--- src/rtl/pc_fetch_ctrl.sv ---
// Fetch-stage sequencer: owns the PC, issues single-outstanding imem requests and buffers one instruction.
// Optional macro PC_MISALIGN_TRAP_EN redirects misaligned branch targets to TRAP_VECTOR.
module pc_fetch_ctrl #(
    parameter logic [31:0] RESET_VECTOR = 32'h0000_0000,
    parameter logic [31:0] TRAP_VECTOR  = 32'h0000_0010
) (
    input  logic        clk,
    input  logic        rst,
    output logic        imem_req,
    output logic [31:0] imem_addr,
    input  logic        imem_gnt,
    input  logic        imem_rvalid,
    input  logic [31:0] imem_rdata,
    output logic        inst_valid,
    output logic [31:0] inst,
    output logic [31:0] inst_pc,
    input  logic        inst_ready,
    input  logic        br_taken,
    input  logic [31:0] br_target,
    output logic [31:0] pc_plus_4,
    output logic [31:0] pc_target,
    output logic        PCSel,
    input  logic [31:0] pc_next,
    output logic        misalign_trap
);

    localparam logic [1:0] ST_BOOT = 2'd0;
    localparam logic [1:0] ST_REQ  = 2'd1;
    localparam logic [1:0] ST_WAIT = 2'd2;
    localparam logic [1:0] ST_HOLD = 2'd3;

    logic [1:0]  state_q, state_d;
    logic [31:0] pc_q, pc_d;
    logic [31:0] inst_q, inst_d;
    logic [31:0] inst_pc_q, inst_pc_d;
    logic        kill_q, kill_d;
    logic        misaligned_s;

`ifdef PC_MISALIGN_TRAP_EN
    assign misaligned_s = (br_target[1:0] != 2'b00);
`else
    assign misaligned_s = 1'b0;
`endif

    assign pc_target  = misaligned_s ? TRAP_VECTOR : br_target;
    assign PCSel      = br_taken;
    assign pc_plus_4  = pc_q + 32'd4;
    assign imem_req   = (state_q == ST_REQ);
    assign imem_addr  = pc_q;
    // A redirect in HOLD flushes the buffer, so decode must not see it as valid that cycle.
    assign inst_valid = (state_q == ST_HOLD) & ~br_taken;
    assign inst       = inst_q;
    assign inst_pc    = inst_pc_q;

    // Next-state, PC, kill and buffer logic.
    always_comb begin
        state_d   = state_q;
        kill_d    = kill_q;
        inst_d    = inst_q;
        inst_pc_d = inst_pc_q;
        if (br_taken) begin
            pc_d = pc_next;
        end else if ((state_q == ST_HOLD) && inst_ready) begin
            pc_d = pc_next;
        end else begin
            pc_d = pc_q;
        end
        case (state_q)
            ST_BOOT: begin
                state_d = ST_REQ;
            end
            ST_REQ: begin
                if (imem_gnt) begin
                    state_d = ST_WAIT;
                    // Granted with the old PC while redirecting: its response is stale.
                    kill_d  = br_taken;
                end else begin
                    state_d = ST_REQ;
                end
            end
            ST_WAIT: begin
                if (imem_rvalid) begin
                    kill_d = 1'b0;
                    if (kill_q || br_taken) begin
                        state_d = ST_REQ;
                    end else begin
                        inst_d    = imem_rdata;
                        inst_pc_d = pc_q;
                        state_d   = ST_HOLD;
                    end
                end else if (br_taken) begin
                    kill_d = 1'b1;
                end else begin
                    kill_d = kill_q;
                end
            end
            ST_HOLD: begin
                if (br_taken || inst_ready) begin
                    state_d = ST_REQ;
                end else begin
                    state_d = ST_HOLD;
                end
            end
            default: begin
                state_d = ST_BOOT;
            end
        endcase
    end

    // State registers with synchronous reset.
    always_ff @(posedge clk) begin
        if (rst) begin
            state_q   <= ST_BOOT;
            pc_q      <= RESET_VECTOR;
            kill_q    <= 1'b0;
            inst_q    <= 32'h0000_0000;
            inst_pc_q <= 32'h0000_0000;
        end else begin
            state_q   <= state_d;
            pc_q      <= pc_d;
            kill_q    <= kill_d;
            inst_q    <= inst_d;
            inst_pc_q <= inst_pc_d;
        end
    end

`ifdef PC_MISALIGN_TRAP_EN
    logic trap_q, trap_d;

    // One-cycle trap pulse following a misaligned redirect.
    always_comb begin
        trap_d = br_taken & misaligned_s;
    end

    // Trap pulse register.
    always_ff @(posedge clk) begin
        if (rst) begin
            trap_q <= 1'b0;
        end else begin
            trap_q <= trap_d;
        end
    end

    assign misalign_trap = trap_q;
`else
    assign misalign_trap = 1'b0;
`endif

endmodule

--- config.mk ---
export PLATFORM = sky130hd
export DESIGN_NAME = pc_fetch_ctrl
export DESIGN_NICKNAME = d
export VERILOG_FILES = /design/src/rtl/pc_fetch_ctrl.sv
export SDC_FILE = /design/constraint.sdc
export NUM_CORES = 1
export LEC_CHECK = 0
export CAP_MARGIN = 20
export CORE_MARGIN = 10
export CORE_UTILIZATION = 38
export DETAILED_ROUTE_END_ITERATION = 12
export PLACE_DENSITY = 0.82
export REMOVE_ABC_BUFFERS = 1
export SLEW_MARGIN = 10
export SYNTH_ARGS = -nofsm -noshare
export SYNTH_HDL_FRONTEND = slang
export SYNTH_SLANG_ARGS = --single-unit
--- constraint.sdc ---
create_clock -name clk -period 2.47 [get_ports clk]
set_clock_uncertainty 0.1 [all_clocks]
set_input_delay 0.741 -clock clk [delete_from_list [all_inputs] [get_ports clk]]
set_output_delay 0.741 -clock clk [all_outputs]
set_load 0.02 [all_outputs]
# Word-level counts from Yosys, hierarchy flattened
# Index checks and enable logic that the tools add are counted.
dict set report op_classes {
  n_addsub 1
  eq_ne 6
  n_mux 11
  bitwise 3
  n_reduce_logical 8
}
# operator count
set op_table {}
lappend op_table {{$mux W32} 2}
lappend op_table {{$add A32 B3 Y32 const B} 1}
lappend op_table {{$mux W2} 4}
lappend op_table {{$pmux W2 S4} 1}
lappend op_table {{$reduce_and A3 Y1} 2}
lappend op_table {{$eq A2 B2 Y1 const B} 2}
lappend op_table {{$reduce_bool A2 Y1} 2}
lappend op_table {{$mux W1} 3}
lappend op_table {{$ne A3 B3 Y1 const B} 1}
lappend op_table {{$eq A2 B1 Y1 const B} 1}
lappend op_table {{$logic_not A2 Y1} 1}
lappend op_table {{$logic_or A1 B1 Y1} 2}
lappend op_table {{$ne A2 B1 Y1 const B} 1}
lappend op_table {{$ne A2 B2 Y1 const B} 1}
lappend op_table {{$not A1 Y1} 2}
lappend op_table {{$pmux W1 S2} 1}
lappend op_table {{$and A1 B1 Y1} 1}
lappend op_table {{$logic_and A1 B1 Y1} 1}
dict set report word_totals {
  ff_bits 99
  inputBits 102
  output_inout_bits 164
  elab_cells 34
}

# Logic depth before layout (Yosys ltp)
# Gate-level depths: netlist of run 1.
dict set report depth {
  depth_word 4
  depth_mapped 8
  depth_no_buf 6
}

# Worst setup path before layout of run 1
# OpenSTA, ideal clock, no wires.
dict set report synth_timing {
  path_type {register to output}
  start {reg pc_q[2] (netlist: imem_addr[2])}
  end {out pc_plus_4[24]}
  arrival_time_ps 1748
  t_required_ps 1629
  path_slack_ps -119
  path_stages_with_launch 6
  n_path_buf 0
  cell_sequence {dfxtp_1 > ha_1 > nand2_1 > nor4_2 > nand4_1 > xnor2_1}
}
dict set report synth_between {
  elab_chain_cells 1
}
# item line_no
set synth_rtl {}
lappend synth_rtl {{start, declared} 33} ;# logic [31:0] pc_q, pc_d;
lappend synth_rtl {{start signal, assigned} 120} ;# pc_q <= pc_d;
lappend synth_rtl {{$add A32 B3 Y32} 47} ;# assign pc_plus_4 = pc_q + 32'd4;
lappend synth_rtl {{end, declared} 20} ;# output logic [31:0] pc_plus_4,
# Every way passes these cells.

# Worst setup path in the final report of run 1
dict set report layout_timing {
  start {reg pc_q[14] (netlist: imem_addr[14])}
  end {out pc_plus_4[27]}
}
# The elaborated chain is that of the path after synthesis.

==> out/results.tsv, run 1 <==
metric	value	unit
Critical Path Fanout Max	9	
Core ar.	11420	um^2
layout cells sized above 1	20.10	%
worst path bufs/invs	3	
crit path cell chain	nand4_1 > nor4_2 > buf_4 > buf_12 > nand4_1 > xnor2_1 > buf_4	
hold-fix buffers at CTS	0	
Worst Setup End Kind	output port	
commonest cells in the netlist	nand2_1 (203), a21oi_1 (99), dfxtp_1 (99)	
Worst Path Arrival	1.82	ns
clock tree buffer depth	2	
placed cell area	6719	um^2
post-synthesis cell type count	34	
Final Cycle Share	107.8	%
vias in the first global route	4609	
ANT nets after route	0	
DRC errors left	0	
# IOs	266	
fin cells	924	
die footprint	16340	um^2
Area contributors post-synth	dfxtp_1 (45%), nand2_1 (17%), a21oi_1 (11%)	
Fill cells	937	
fin worst setup slack	-0.1937	ns
min cycle time layout	2.664	ns
number of max-cap violations	0	
clk root buf	clkbuf_16	
global-route wire length before repair	25290	um
RSZ-0062 raised after global routing	yes	
top cell type's share of synthesized area	44.87	%
status	finished, violations left	
area grow syn2layout	64.96	%
dpl hpwl	12730	um
Hold Path Class	reg -> reg	
initial antenna violation count	0	
Final Setup Violations	22	
Final Util	63.81	%
register area	2002	um^2
grt ovf	0	
clock-pin slew on the worst setup and hold paths	0.07	ns
WL final	16890	um
CP startpoint kind	flop	
post-synthesis cell area	4417	um^2
final-report max-slew violation count	0	
most numerous cell in the Yosys netlist	nand2_1	
Top FF cell, synth	dfxtp_1	
synthesized area per cell	7.762	um^2
failing checks	setup timing	
Max Fclk	0.3754	GHz
Design Area, Final	7286	um^2
Vert. Die Dim	127.8	um
Iter 0 DRT Violations	333	
Inst Count DP	898	
global placement routability congestion	0.7999	
Leak	2.891	nW
slowest library cell on the worst path	dfxtp_2	
Synth Register Bits	99	
Post-synth EDFFs	0	
CP top delay family	simple AND/OR/NAND/NOR gates	
drt pass-1 iters	4	
worst vdd ir	351.0	uV
WL per Instance	18.28	um
drt via density	5.001	
Vias	4621	
register area share after synthesis	44.87	%
CTS tree	yes	
Power Density	519.2	nW/um^2
post-place setup slack	-0.3625	ns
Worst Path Required	1.63	ns
worst hold slack	0.3529	ns
# nets final	883	
Die W	127.8	um
synth warn	0	
asr flop ratio synth	0	%
Synth area leader	dfxtp_1	
IO buf count	200	
final-report hold violation count	0	
H-tree levels	3	
gr usage total	19.35	%
latest clock arrival within the worst-skew pair	0.34	ns
multi-input logic area	2155	um^2
CTS buffer count	9	
Setup CP Type	reg -> out	
pin count of the biggest net entering global routing	56	
Initial Utilization	38.68	%
CTS sink count	99	
Synth Instances	569	
# rows	39	
slowest stage delay, CP	0.33	ns
n_diodes	0	
## cells by family after synthesis
family                     Yosys count  share of synthesized area (%)
DFF                                 99                          44.87
adders and majority gates            5                          1.416
other                                1                        0.08490
AOI/OAI and AO/OA                  104                          12.10
buffers and inverters               80                          10.25
and+or+nand+nor                    252                          25.72
xor gates and xnor gates            28                          5.552
## sequential cells by signal, summed over array words and instances (netlist names)
signal	count
imem_addr	32
inst_pc	32
inst	32
state_q	2
kill_q	1
## per-stage QoR
stage	setup TNS, ns	total power [mW]
after floorplan	-4.917	1.891
after global placement	-5.288	2.254
after detailed placement	-6.775	2.267
after CTS	-2.914	3.805
after global routing	-5.154	3.927
final	-2.869	3.783
## where the power goes
part	switching [mW]	leakage (nW)	internal, mW
combinational	0.286	1.92	0.296
clock	0.635	0.159	0.903
sequential	0.0295	0.810	1.63
total	0.950	2.89	2.83
## repair_timing
action,in CTS,in global routing
endpoints found under the setup margin,30,28
resized for setup,167,34
gates cloned,0,0
pin swaps,12,26
buffers inserted,4,7
## per-layer routing
layer  GRT usage (%)  vias up  share of wire, %
met1           21.45     2140                39
met3           9.884       25                12
li1                -     2236                 -
met5           1.238        -                 0
met2           31.06      220                47
met4           6.954        0               2.2
## cell type report
type / instances / share of cell area, %
Timing Repair Buffer: 267 / 35.55
Clock buffer: 10 / 3.143
Sequential cell: 99 / 27.48
Clock inverter: 6 / 1.340
Multi-Input combinational cell: 390 / 29.57
Tap cell: 143 / 2.456
Inverter: 9 / 0.4637
## worst paths after layout
path	slack, ns	startpoint	cells past startpoint	endpoint
max	-0.19	imem_addr[14]	7	pc_plus_4[27]
min	0.35	inst_pc[27]	2	inst_pc[27]
max reg2reg	0.66	state_q[0]	7	inst[23]
min reg2reg	0.35	inst_pc[27]	2	inst_pc[27]
## tightest hold or removal path, stage by stage (launching register included)
cell	delay, ns
dfxtp_1	0.31
nand2_1	0.05
a21oi_1	0.05
## layout by cell type, fill, tap and decap left out, types with 4 or more instances in the layout
cell,n
nand2_1,198
buf_4,73
xnor2_1,16
buf_12,9
buf_6,11
dfxtp_1,83
nand3_1,4
clkbuf_16,9
inv_1,9
nor2_1,4
xnor2_2,6
nand4_1,13
dfxtp_2,16
ha_1,4
a21oi_1,98
nor4_4,4
dlymetal6s2s_1,4
xor2_1,6
clkdlybuf4s50_1,164
No activity file was read; power rests on OpenSTA's default activity.
==> inputs of run 2 (changes only) <==
--- a/config.mk
+++ b/config.mk
@@ -7,9 +7,9 @@
 export LEC_CHECK = 0
 export CAP_MARGIN = 20
 export CORE_MARGIN = 10
-export CORE_UTILIZATION = 38
+export CORE_UTILIZATION = 30
 export DETAILED_ROUTE_END_ITERATION = 12
-export PLACE_DENSITY = 0.82
+export PLACE_DENSITY = 0.67
 export REMOVE_ABC_BUFFERS = 1
 export SLEW_MARGIN = 10
 export SYNTH_ARGS = -nofsm -noshare
==> out/results.tsv, run 2 (synthesized netlist as in run 1, its figures left out) <==
metric	value	unit
die footprint	19980	um^2
failing checks	setup timing	
worst vdd ir	289.0	uV
# IOs	266	
Comb pwr share	15.5	%
Setup TNS	-3.933	ns
final-report max-slew violation count	0	
CP startpoint kind	flop	
global-route wire length before repair	25560	um
DRC errors left	0	
IO buf count	200	
n_diodes	0	
slowest library cell on the worst path	dfxtp_2	
drt pass-1 iters	4	
Final Cycle Share	110.2	%
Vias	4425	
clock tree buffer depth	2	
min cycle time layout	2.723	ns
Die W	141.3	um
clock-pin slew on the worst setup and hold paths	0.07	ns
CTS sink count	99	
CTS tree	yes	
Initial Utilization	30.50	%
gr usage total	16.04	%
Seq pwr share	44.6	%
grt ovf	0	
Hold Path Class	reg -> reg	
Vert. Die Dim	141.3	um
Leak	2.875	nW
WL per Instance	17.02	um
Critical Path Fanout Max	4	
Hold Path Origin	inst_pc[25]	
most common cell after layout, fill and taps aside	nand2_1	
WL final	16460	um
RR Startpoint	state_q[0]	
slowest stage delay, CP	0.36	ns
clk root buf	clkbuf_16	
Worst Path Required	1.63	ns
Clk pwr share	39.9	%
status	finished, violations left	
# nets final	885	
worst hold slack	0.3523	ns
dpl hpwl	12350	um
Worst Setup End Kind	output port	
fin worst setup slack	-0.2528	ns
ANT nets after route	0	
commonest cells after routing, fill and taps aside	nand2_1 (198), clkdlybuf4s50_1 (166), a21oi_1 (98), dfxtp_1 (87), buf_4 (71)	
sw frac	25.45	%
layout cells sized above 1	20.43	%
Max Fclk	0.3673	GHz
Critical Path Start	imem_addr[3]	
H-tree levels	3	
Sw Pwr	0.9478	mW
area grow syn2layout	66.83	%
Worst Path Arrival	1.88	ns
CTS buffer count	9	
Power Density	505.5	nW/um^2
crit path cell chain	buf_6 > nand3_2 > buf_6 > nor4_4 > buf_4 > nand4_1 > xnor2_1 > buf_4	
RSZ-0062 raised after global routing	yes	
drt via density	4.576	
initial antenna violation count	0	
Core ar.	14480	um^2
# rows	44	
global placement routability congestion	0.7320	
vias in the first global route	4323	
pin count of the biggest net entering global routing	42	
number of max-cap violations	0	
final-report hold violation count	0	
Setup CP Type	reg -> out	
Final Setup Violations	23	
latest clock arrival within the worst-skew pair	0.35	ns
Iter 0 DRT Violations	138	
P_int	2.777	mW
[run 2: changes by cell type in the layout (fill, tap and decap cells not counted), moves of 2 or more]
cell and change:
buf_6 +4, xor2_2 +2, xnor2_1 +2, xnor2_2 -2
clkdlybuf4s50_1 +2, xor2_1 -2, dfxtp_1 +4, dfxtp_2 -4
buf_4 -2, clkbuf_8 +2
[run 2: what timing repair did]
item,4_1_cts,5_1_grt
hold buffers,0,0
endpoints found under the setup margin,30,27
setup buffers,2,8
pin swaps,13,31
gates cloned,1,0
resized for setup,163,41
[run 2: path summary, 6_finish.rpt]
path	to	slack, ns	cells past startpoint
setup / recovery	pc_plus_4[17]	-0.25	8
setup reg to reg	inst[17]	0.74	7
hold reg to reg	inst_pc[25]	0.35	2
hold / removal	inst_pc[25]	0.35	2
[run 2: worst max-delay path, delay by kind of cell (launching register included)]
kind / cells / cell delay, ns
and+or+nand+nor: 3 / 0.41
DFF: 1 / 0.36
buffers and inverters: 4 / 0.58
xor gates and xnor gates: 1 / 0.18
[run 2: layout make-up]
cell class	count	area [um^2]
Fill cell	1410	7111
Timing Repair Buffer	269	2614
Multi-Input combinational cell	390	2181
Sequential cell	99	1997
Clock buffer	11	252.7
Tap cell	184	230.2
Clock inverter	5	60.06
Inverter	9	33.78
[run 2: stage by stage]
step                total power [mW]  worst slack (ns)  area (um^2)  utilization [%]  instances
floorplan                      1.891           -0.2959         3998                -        498
global route                   3.892           -0.3748         7368            50.89        967
finish                         3.724           -0.2528         7368            50.89        967
global placement               2.269           -0.3944         6788            46.88        940
detailed placement             2.271           -0.3866         6788            46.88        940
CTS                            3.772           -0.2694         7143            49.33        959
[run 2: power by group through the flow]
stage	Combinational (mW)	Clock [mW]	Sequential, mW
after global placement	0.575	0	1.69
after global routing	0.623	1.60	1.67
final	0.576	1.49	1.66
after detailed placement	0.575	0	1.70
after CTS	0.571	1.54	1.66
after floorplan	0.135	0	1.76
[run 2: routing by layer]
metal	GRT usage, %	share of wire [%]
met1	20.76	44
met2	22.90	43
met3	7.877	11
met4	4.674	1.4
met5	0	0
==> inputs of run 3 (changes only) <==
--- a/config.mk
+++ b/config.mk
@@ -5,11 +5,10 @@
 export SDC_FILE = /design/constraint.sdc
 export NUM_CORES = 1
 export LEC_CHECK = 0
-export CAP_MARGIN = 20
 export CORE_MARGIN = 10
-export CORE_UTILIZATION = 30
+export CORE_UTILIZATION = 38
 export DETAILED_ROUTE_END_ITERATION = 12
-export PLACE_DENSITY = 0.67
+export PLACE_DENSITY = 0.82
 export REMOVE_ABC_BUFFERS = 1
 export SLEW_MARGIN = 10
 export SYNTH_ARGS = -nofsm -noshare
==> constraint.sdc (replaced) <==
create_clock -name clk -period 2.47 [get_ports clk]
set_clock_uncertainty 0.1 [all_clocks]
set_input_delay 0.3705 -clock clk [delete_from_list [all_inputs] [get_ports clk]]
set_output_delay 0.3705 -clock clk [all_outputs]
set_load 0.02 [all_outputs]
==> out/results.tsv, run 3 (synthesized netlist as in run 1, its figures left out) <==
metric	value	unit
Initial Utilization	38.68	%
Setup TNS	0	ns
Worst Setup EP	pc_plus_4[28]	
IO buf count	200	
placed cell area	6509	um^2
slowest library cell on the worst path	dfxtp_2	
Design Area, Final	6865	um^2
die footprint	16340	um^2
worst reg-to-reg setup slack	0.60	ns
clk root buf	clkbuf_16	
Vert. Die Dim	127.8	um
sw frac	25.43	%
vias in the first global route	4540	
final-report hold violation count	0	
Hold Path Origin	inst_pc[24]	
worst vdd ir	369.6	uV
grt ovf	0	
min cycle time layout	2.429	ns
most common cell after layout, fill and taps aside	nand2_1	
status	finished clean	
CTS tree	yes	
Rel. slew slack	60.87	%
global placement routability congestion	0.8366	
CP startpoint kind	flop	
# nets final	864	
RR Startpoint	state_q[0]	
RSZ-0062 raised after global routing	yes	
worst path bufs/invs	2	
layout cells sized above 1	14.57	%
ANT nets after route	0	
latest clock arrival within the worst-skew pair	0.35	ns
pin count of the biggest net entering global routing	65	
clock-pin slew on the worst setup and hold paths	0.07	ns
global-route wire length before repair	24830	um
Crit. path cell count	7	
Die W	127.8	um
Comb pwr share	14.8	%
worst hold slack	0.3533	ns
P_int	2.691	mW
Design Power	3.608	mW
final-report max-slew violation count	0	
Hold Path Class	reg -> reg	
area grow syn2layout	55.44	%
worst slew pin tran	0.5861	ns
R2R depth	7	
# IOs	266	
clock tree buffer depth	2	
drt pass-1 iters	4	
crit path cell chain	ha_2 > nand2_2 > nor4_2 > buf_4 > nand4_1 > xnor2_2 > clkbuf_2	
Critical Path Fanout Max	4	
number of max-cap violations	0	
Setup CP Type	reg -> out	
post-place setup slack	-0.04876	ns
slowest stage delay, CP	0.38	ns
RR Endpoint	inst_pc[7]	
commonest cells after routing, fill and taps aside	nand2_1 (201), clkdlybuf4s50_1 (175), a21oi_1 (98), dfxtp_1 (89), buf_4 (53)	
CTS buffer count	9	
Clk pwr share	38.9	%
Leak	2.583	nW
dpl hpwl	12540	um
Power Density	525.6	nW/um^2
Core ar.	11420	um^2
CP top delay family	simple AND/OR/NAND/NOR gates	
Worst Path Required	2.00	ns
gr usage total	19.13	%
n_diodes	0	
# rows	39	
Max Fclk	0.4117	GHz
WL final	16460	um
drt via density	4.990	
Sw Pwr	0.9176	mW
CTS sink count	99	
Critical Path Start	imem_addr[3]	
Seq pwr share	46.3	%
Final Cycle Share	98.34	%
Worst Path Arrival	1.96	ns
initial antenna violation count	0	
H-tree levels	3	
WL per Instance	18.19	um
Fill cells	1007	
Iter 0 DRT Violations	274	
DRC errors left	0	
Vias	4516	
Worst Setup End Kind	output port	
fin worst setup slack	0.04089	ns
Final Setup Violations	0	
==> run 3: cell types whose count changed in the layout (fill, tap and decap cells not counted), sizes merged <==
cell / change
dlymetal6s2s: -2
clkinv: +1
clkbuf: +3
buf: -35
clkdlybuf4s15: +1
clkdlybuf4s50: +9
dlygate4sd2: +2
==> run 3: power by group through the flow <==
stage / logic, mW / clock network, mW / registers [mW]
finish: 0.533 / 1.40 / 1.67
global route: 0.571 / 1.50 / 1.67
CTS: 0.533 / 1.44 / 1.67
detailed placement: 0.542 / 0 / 1.70
global placement: 0.533 / 0 / 1.70
floorplan: 0.135 / 0 / 1.76
==> run 3: cell type report <==
class | instances | area [um^2] | area share [%]
timing repair buffer | 248 | 2322 | 33.83
multi-input combinational | 390 | 2042 | 29.74
sequential | 99 | 1994 | 29.05
clock buffer | 10 | 229.0 | 3.335
tap | 143 | 178.9 | 2.606
clock inverter | 6 | 65.06 | 0.9477
inverter | 9 | 33.78 | 0.4921
==> run 3: worst reg2reg max path, delay by kind of cell (launching register included) <==
kind                     cells  cell delay (ns)
AND/OR/NAND/NOR              3             0.65
buffers and inverters        2             0.36
flip-flops                   1             0.33
adder cells (fa/ha/maj)      1             0.21
AO/OA/AOI/OAI                1             0.14
==> run 3: what timing repair did <==
action | 4_1_cts | 5_1_grt
endpoints found under the setup margin | 24 | 22
pin swaps | 2 | 9
hold buffers | 0 | 0
setup buffers | 1 | 8
gates resized for setup | 64 | 40
==> run 3: worst min path at each step <==
stage / endpoint / depth (start not counted)
after global placement: inst[9] / 2
after global routing: inst[4] / 2
after detailed placement: inst[12] / 2
final: inst_pc[24] / 2
after CTS: inst_pc[3] / 2
after floorplan: imem_addr[0] / 1
==> run 3: per-layer routing <==
metal | wire, um | up-vias | track usage [%]
met5 | 0 | - | 1.238
met4 | 417 | 0 | 7.086
met3 | 2141 | 29 | 10.67
met2 | 7608 | 203 | 29.80
met1 | 6295 | 2095 | 21.35
li1 | - | 2189 | -
==> run 3: metrics by stage <==
stage / cells / utilization, %
2_1_floorplan: 498 / -
3_3_place_gp: 880 / 57.00
3_5_place_dp: 880 / 57.00
4_1_cts: 897 / 59.53
5_1_grt: 905 / 60.12
6_report: 905 / 60.12
